===== src/rtl/pulse_50_hz.sv =====
// pulse_50_hz: free-running divider, one PULSE_WIDTH_CYCLES strobe every CLK_FREQ_HZ/PULSE_FREQ_HZ clocks.
// Optional macro PULSE_50_HZ_SYNC_EN adds SYNC_IN to re-phase the divider to an external reference.
module pulse_50_hz #(
  parameter int unsigned CLK_FREQ_HZ        = 3276800,
  parameter int unsigned PULSE_FREQ_HZ      = 50,
  parameter int unsigned PULSE_WIDTH_CYCLES = 1
) (
  input  logic CLK,
  input  logic nRST,
`ifdef PULSE_50_HZ_SYNC_EN
  input  logic SYNC_IN,
`endif
  output logic PULSE_50_HZ
);

  localparam int unsigned FREQ_SAFE =
    (PULSE_FREQ_HZ == 0) ? 1 : PULSE_FREQ_HZ;
  localparam int unsigned DIVIDE = CLK_FREQ_HZ / FREQ_SAFE;
  localparam int unsigned REM    = CLK_FREQ_HZ % FREQ_SAFE;
  localparam int unsigned CW     =
    (DIVIDE > 1) ? $clog2(DIVIDE) : 1;

  localparam logic [CW-1:0] LAST  = CW'(DIVIDE - 1);
  localparam logic [CW-1:0] WIDTH = CW'(PULSE_WIDTH_CYCLES);

  if (PULSE_FREQ_HZ == 0 || REM != 0) begin : g_bad_ratio
    $error("pulse_50_hz: CLK_FREQ_HZ not a multiple of PULSE_FREQ_HZ");
  end

  if (PULSE_WIDTH_CYCLES < 1) begin : g_bad_width_lo
    $error("pulse_50_hz: PULSE_WIDTH_CYCLES must be >= 1");
  end

  if (PULSE_WIDTH_CYCLES >= DIVIDE) begin : g_bad_width_hi
    $error("pulse_50_hz: PULSE_WIDTH_CYCLES must be < DIVIDE");
  end

  logic [CW-1:0] count;
  logic [CW-1:0] count_nxt;
  logic          pulse_nxt;
  logic          sync_edge;

`ifdef PULSE_50_HZ_SYNC_EN
  // [0],[1] synchronise the async reference; [2] is the edge-detect history
  logic [2:0] sync_q;

  always_ff @(posedge CLK or negedge nRST) begin
    if (!nRST) begin
      sync_q <= '0;
    end else begin
      sync_q <= {sync_q[1:0], SYNC_IN};
    end
  end

  assign sync_edge = sync_q[1] & ~sync_q[2];
`else
  assign sync_edge = 1'b0;
`endif

  // A sync edge landing on the natural wrap also yields 0: one strobe only
  always_comb begin
    count_nxt = count + CW'(1);
    if (count == LAST || sync_edge) begin
      count_nxt = '0;
    end
  end

  always_comb begin
    pulse_nxt = (count < WIDTH);
  end

  always_ff @(posedge CLK or negedge nRST) begin
    if (!nRST) begin
      count       <= '0;
      PULSE_50_HZ <= 1'b0;
    end else begin
      count       <= count_nxt;
      PULSE_50_HZ <= pulse_nxt;
    end
  end

endmodule


===== config.mk =====
export PLATFORM = sky130hd
export DESIGN_NAME = pulse_50_hz
export DESIGN_NICKNAME = d
export VERILOG_FILES = /design/src/rtl/pulse_50_hz.sv
export SDC_FILE = /design/constraint.sdc
export NUM_CORES = 1
export LEC_CHECK = 0
export CAP_MARGIN = 20
export CORE_MARGIN = 4
export CORE_UTILIZATION = 45
export CTS_CLUSTER_DIAMETER = 120
export DETAILED_ROUTE_END_ITERATION = 6
export PLACE_DENSITY_LB_ADDON = 0.05
export SLEW_MARGIN = 20
export SYNTH_ARGS = -nofsm -noshare
export SYNTH_HDL_FRONTEND = slang
export SYNTH_SLANG_ARGS = --single-unit

===== constraint.sdc =====
create_clock -name CLK -period 1.9 [get_ports CLK]
set_clock_uncertainty 0.05 [all_clocks]
set_input_delay 0.19 -clock CLK [delete_from_list [all_inputs] [get_ports CLK]]
set_output_delay 0.19 -clock CLK [all_outputs]
set_load 0.02 [all_outputs]

==> results of run 1 <==
[cell families after synthesis]
| family | Yosys count | synth area share |
|---|---|---|
| xor+xnor | 13 | 0.137 |
| buf+inv | 3 | 0.0181 |
| simple gates | 38 | 0.284 |
| fa+ha+maj | 2 | 0.0302 |
| flops | 17 | 0.513 |
| compound gates | 2 | 0.0181 |
[path summary, 6_finish.rpt]
check / startpoint / to / slack [ns] / cells after the start
worst max-delay path: count[2] / count[11] / 0.29 / 4
worst min-delay path: nRST / count[2] / 0.16 / 2
worst max register to register: count[2] / count[11] / 0.29 / 4
worst min register to register: count[0] / count[0] / 0.45 / 1
max in group asynchronous: nRST / PULSE_50_HZ / 1.46 / 2
min in group CLK: count[0] / count[0] / 0.45 / 1
[worst max-delay path, cell delays in order, from the launching register on]
cell	delay, ns
dfrtp_1	0.44
and4_1	0.43
nand3_2	0.13
nor3_4	0.34
nor2_1	0.09
[cell type report]
| type | count | share of cell area |
|---|---|---|
| well taps | 25 | 0.0343 |
| clock inverters | 1 | 0.00824 |
| flip-flops and latches | 17 | 0.467 |
| repair buffers | 3 | 0.0302 |
| inverters | 2 | 0.00824 |
| clock buffers | 3 | 0.0247 |
| multi-input cells | 55 | 0.427 |
[power by group]
group / internal [µW] / switching [µW] / total [µW]
sequential: 362 / 0 / 362
clock: 80.1 / 112 / 192
combinational: 3.16 / 6.52 / 9.68
total: 445 / 119 / 563
[stage by stage]
stage               cell area, µm²  setup WS [ns]  total power [µW]  hold slack (ns)  cells
floorplan                      830          0.523               369           -0.156     75
global placement               881          0.331               379            0.438    102
detailed placement             881          0.293               379            0.440    102
CTS                            911          0.272               578            0.151    106
global route                   911          0.160               600            0.141    106
finish                         911          0.293               563            0.156    106
[synth_stat cells (2+ instances only)]
cell	number	area [µm²]
xor2_1	9	78.8
nand3_1	5	25.0
a21o_1	2	15.0
nand2_1	5	18.8
xnor2_1	4	35.0
nor2_1	9	33.8
nor3_1	2	10.0
dfrtp_1	17	425
and4_1	4	35.0
ha_1	2	25.0
nand4_1	3	18.8
nor4_1	2	12.5
inv_1	2	7.51
[layer usage]
layer	GRT usage	wire length, µm	vias to the layer above
met5	0	0	-
met4	0.0269	14	0
met3	0.0641	67	2
met2	0.185	538	9
met1	0.136	604	254
li1	-	-	272
[flip-flops by register name, indices dropped and copies added, names as in the netlist]
name	cells
PULSE_50_HZ	1
count	16
==> impl_results.md, run 1 <==
* Pin count of the biggest net entering global routing at 18
* Setup TNS at 0 ns
* Power Density at 619 nW/µm²
* Clk_lat worst skew at 0.29 ns
* Data arrival, critical path at 1.74 ns
* Most frequent cells in the layout: dfrtp_1 (17), nor2_1 (9), xor2_1 (9)
* Area of the multi-input gates at 389 µm²
* Number of port buffers at 2
* Post-CTS setup buffers at 0
* H-tree Lvls at 1
* Fraction of layout cells with a size suffix above 1 at 0.0988
* Yosys reg bits at 17
* CTS Root Cell: clkbuf_4
* Critical Path End Type: flop
* Clock buffer depth at 2
* Register area share after synthesis at 0.513
* Hold-fix buffers at CTS at 0
* Routability congestion estimate at 0.804
* Via count at 537
* Final Util at 0.522
* DRT iter0 DRCs at 5
* Area delta synth->final at 9.80%
* Avg Cell Area, Syn at 11.1 µm²
* Die area at 2590 µm²
* DPL Wire Length at 918 µm
* Placeable Area at 1750 µm²
* Per-cell routed wire length at 11.6 µm
* Clock sink total at 17
* Most common cell after layout, fill and taps aside: dfrtp_1
* Fmax at 622 MHz
* CTS Buf Count at 3
* EDFF count, synth at 0
* Peak supply drop at 0.459 mV
* Post-route minimum period at 1.61 ns
* Drt total wl at 1.23 mm
* FF/Latch Area at 425 µm²
* Syn nets at 79
* Ys async rst share at 1.00
* Slew margin rel. at 0.772
* Max-cap viol count at 0
* Ant diodes at 0
* Kind of critical path: flop to flop
* Syn. warnings at 0
* Gr ovfl total at 0
* Status: finished clean
* HP Class: primary input to asynchronous set/reset pin
* Max-slew violation count at 0
* Worst-path fanout max at 8
* Antenna-violating nets left at 0
* CP Launch Type: flop
* Leakage at 0.000430 µW
* Antenna violations before repair at 0
* Fin crit share at 0.846
* GRT Resource Usage Total at 0.116
* Synthesized area at 830 µm²
* Row Count at 15
* Filler instances at 162
* Via/cell ratio at 5.07
* Worst-margin pin slew at 0.341 ns
* Vias in the first global route at 527
* Final Hold Fails at 0
* NumNets Final at 86
* CTS tree: done
* Global-route wire length before repair at 2.24 mm
* Setup violators final at 0
* Initial Util at 0.475
* Predominant post-synthesis flop cell: dfrtp_1
* Cell variety after synth at 22
* Die Wd at 50.9 µm
* Worst-path clk slew at 0.10 ns
* CP required at 2.03 ns
* Residual DRC at 0
* DR pass1 iterations at 4
* # IOs at 3
* RSZ-0062 raised after global routing: false
* Post-Syn Instances at 75
* Die height at 50.9 µm
* Resized cells post-CTS at 0
Note: power is estimated with default switching activity, not from simulation.
==> run 2, diff against run 1 <==
==> constraint.sdc (replaced) <==
create_clock -name CLK -period 1.4 [get_ports CLK]
set_clock_uncertainty 0.05 [all_clocks]
set_input_delay 0.14 -clock CLK [delete_from_list [all_inputs] [get_ports CLK]]
set_output_delay 0.14 -clock CLK [all_outputs]
set_load 0.02 [all_outputs]
==> run 2 against run 1 <==
Net effect: total power rose by 36%; cell area rose by 21%; count of clock-buffer cells in the layout stayed put; die area stayed put; via count rose by 21%; final cell count up 20%.
==> impl_results.md, run 2 (synthesis results as in run 1) <==
* Residual DRC at 0 (unchanged)
* Area of the multi-input gates at 417 µm² (+7.1%)
* Switching Share at 0.218 (+0.00728)
* R2R Path End: count[15]
* Setup violators final at 0 (unchanged)
* DRT iter0 DRCs at 14 (+9)
* NumNets Final at 107 (+24%)
* Vias in the first global route at 649 (+23%)
* Filler instances at 153 (-5.6%)
* Clock buffer depth at 2 (unchanged)
* Fmax at 731 MHz (+18%)
* Comb pwr share at 0.018 (about the same)
* Per-cell routed wire length at 13.1 µm (+14%)
* Die height at 50.9 µm (unchanged)
* Flop pwr share at 0.638 (-0.004)
* Row Count at 15 (unchanged)
* CTS Buf Count at 3 (unchanged)
* Peak supply drop at 0.530 mV (+15%)
* Gr ovfl total at 0 (unchanged)
* CP Capture Point: count[15]
* DPL Wire Length at 1.19 mm (+30%)
* Worst-margin pin slew at 0.221 ns (-0.121 ns)
* Antenna violations before repair at 0 (unchanged)
* Die Wd at 50.9 µm (unchanged)
* Post-route minimum period at 1.37 ns (-0.240 ns)
* Power Density at 699 nW/µm² (+13%)
* Most common cell after layout, fill and taps aside: buf_4
* CTS Root Cell: clkbuf_4
* Via count at 651 (+21%)
* Setup TNS at 0 ns (unchanged)
* Area delta synth->final at 32.6%
* Max reg flops at 16 (unchanged)
* # IOs at 3 (unchanged)
* Max-cap viol count at 0 (unchanged)
* Ant diodes at 0 (unchanged)
* CP required at 1.55 ns (-0.48 ns)
* FF/Latch Area at 425 µm² (unchanged)
* Clock network fraction of total power at 0.344 (+0.003)
* Slew margin rel. at 0.852 (+0.0792)
* Worst-path clk slew at 0.10 ns (about the same)
* Drt total wl at 1.67 mm (+36%)
* CP Launch Type: flop
* Most frequent cells in the layout: buf_4 (20), dfrtp_1 (17), xor2_1 (9)
* Leakage at 0.000544 µW (+26%)
* Routability congestion estimate at 0.879 (+9.3%)
* DR pass1 iterations at 3 (-1)
* HP Class: primary input to asynchronous set/reset pin
* Setup WS pre-CTS at -0.0223 ns (-0.315 ns)
* GRT Resource Usage Total at 0.150 (+0.0342)
* Hold-fix buffers at CTS at 0 (unchanged)
* Largest Register: count
* Power consumption at 769 µW (+36%)
* Pin count of the biggest net entering global routing at 18 (unchanged)
* Number of port buffers at 2 (unchanged)
* Final setup margin at 0.0324 ns (-0.260 ns)
* DP Area at 1000 µm² (+14%)
* Fraction of layout cells with a size suffix above 1 at 0.343 (+0.244)
* CTS tree: done
* Die area at 2590 µm² (unchanged)
* Status: finished clean
* Antenna-violating nets left at 0 (unchanged)
* Fin crit share at 0.977 (+0.131)
* Internal cell power at 601 µW (+35%)
* Placeable Area at 1750 µm² (unchanged)
* CP startpoint: count[5]
* R2r startpoint: count[5]
* Fin area at 1100 µm² (+21%)
* NetSw at 168 µW (+41%)
* Largest regs: count x16, PULSE_50_HZ x1
* Clk_lat worst skew at 0.29 ns (about the same)
* Initial Util at 0.475 (unchanged)
* Kind of critical path: flop to flop
* Global-route wire length before repair at 2.89 mm (+29%)
* Via/cell ratio at 5.13 (+1.2%)
* Data arrival, critical path at 1.51 ns (-0.23 ns)
* R2R setup slack at 0.03 ns (-0.26 ns)
* Final Hold Fails at 0 (unchanged)
* H-tree Lvls at 1 (unchanged)
* Max-slew violation count at 0 (unchanged)
* Worst-path fanout max at 5 (-3)
* Depth of the worst register-to-register path at 5 (+1)
* Critical Path End Type: flop
* Clock sink total at 17 (unchanged)
-- run 2: layer usage --
metal	part of all wire	track usage
met5	0	0
met4	0.026	0.0807
met3	0.028	0.0175
met2	0.44	0.236
met1	0.50	0.201
-- run 2: per-stage QoR --
stage / hold slack (ns) / utilization / cells
final: 0.114 / 0.630 / 127
after global routing: 0.116 / 0.630 / 127
after CTS: 0.112 / 0.590 / 122
after detailed placement: 0.432 / 0.573 / 118
after global placement: 0.431 / 0.573 / 118
after floorplan: -0.206 / - / 75
-- run 2: what timing repair did --
action | CTS | global route
pin swaps | 1 | 6
endpoints found under the setup margin | 4 | 11
setup buffers | 0 | 5
resized for setup | 2 | 8
-- run 2: power by group through the flow --
stage          clock network, µW  registers [µW]  logic, µW
2_1_floorplan                  0             500   0.000187
3_3_place_gp                   0             500       14.6
3_5_place_dp                   0             500       14.7
4_1_cts                      278             491       14.8
5_1_grt                      305             491       16.4
6_report                     264             491       14.0
-- run 2: critical path, stage by stage (launching register included) --
cell and delay [ns]:
dfrtp_1 0.39, and4_4 0.25, buf_6 0.12, nand4_4 0.09
a21o_1 0.20, a21o_1 0.17
-- run 2: worst min path at each step --
| stage | slack (ns) | from | end | cells after the start |
|---|---|---|---|---|
| after global routing | 0.12 | nRST | count[10] | 2 |
| after detailed placement | 0.43 | nRST | count[3] | 2 |
| after global placement | 0.43 | count[0] | count[0] | 1 |
| after floorplan | -0.21 | nRST | PULSE_50_HZ | 0 |
| after CTS | 0.11 | nRST | count[10] | 2 |
| final | 0.11 | nRST | count[15] | 2 |
-- run 2: cell type report --
| class | instances | area share |
|---|---|---|
| Sequential cell | 17 | 0.387 |
| Timing Repair Buffer | 24 | 0.174 |
| Clock inverter | 1 | 0.00455 |
| Clock buffer | 3 | 0.0205 |
| Inverter | 2 | 0.00683 |
| Multi-Input combinational cell | 55 | 0.379 |
| Tap cell | 25 | 0.0284 |
==> run 3, diff against run 2 <==
--- a/config.mk
+++ b/config.mk
@@ -5,7 +5,7 @@
 export SDC_FILE = /design/constraint.sdc
 export NUM_CORES = 1
 export LEC_CHECK = 0
-export CAP_MARGIN = 20
+export CAP_MARGIN = 10
 export CORE_MARGIN = 4
 export CORE_UTILIZATION = 45
 export CTS_CLUSTER_DIAMETER = 120
==> results of run 3 <==
The final DEF is identical to that of run 2; final timing and power are the same.
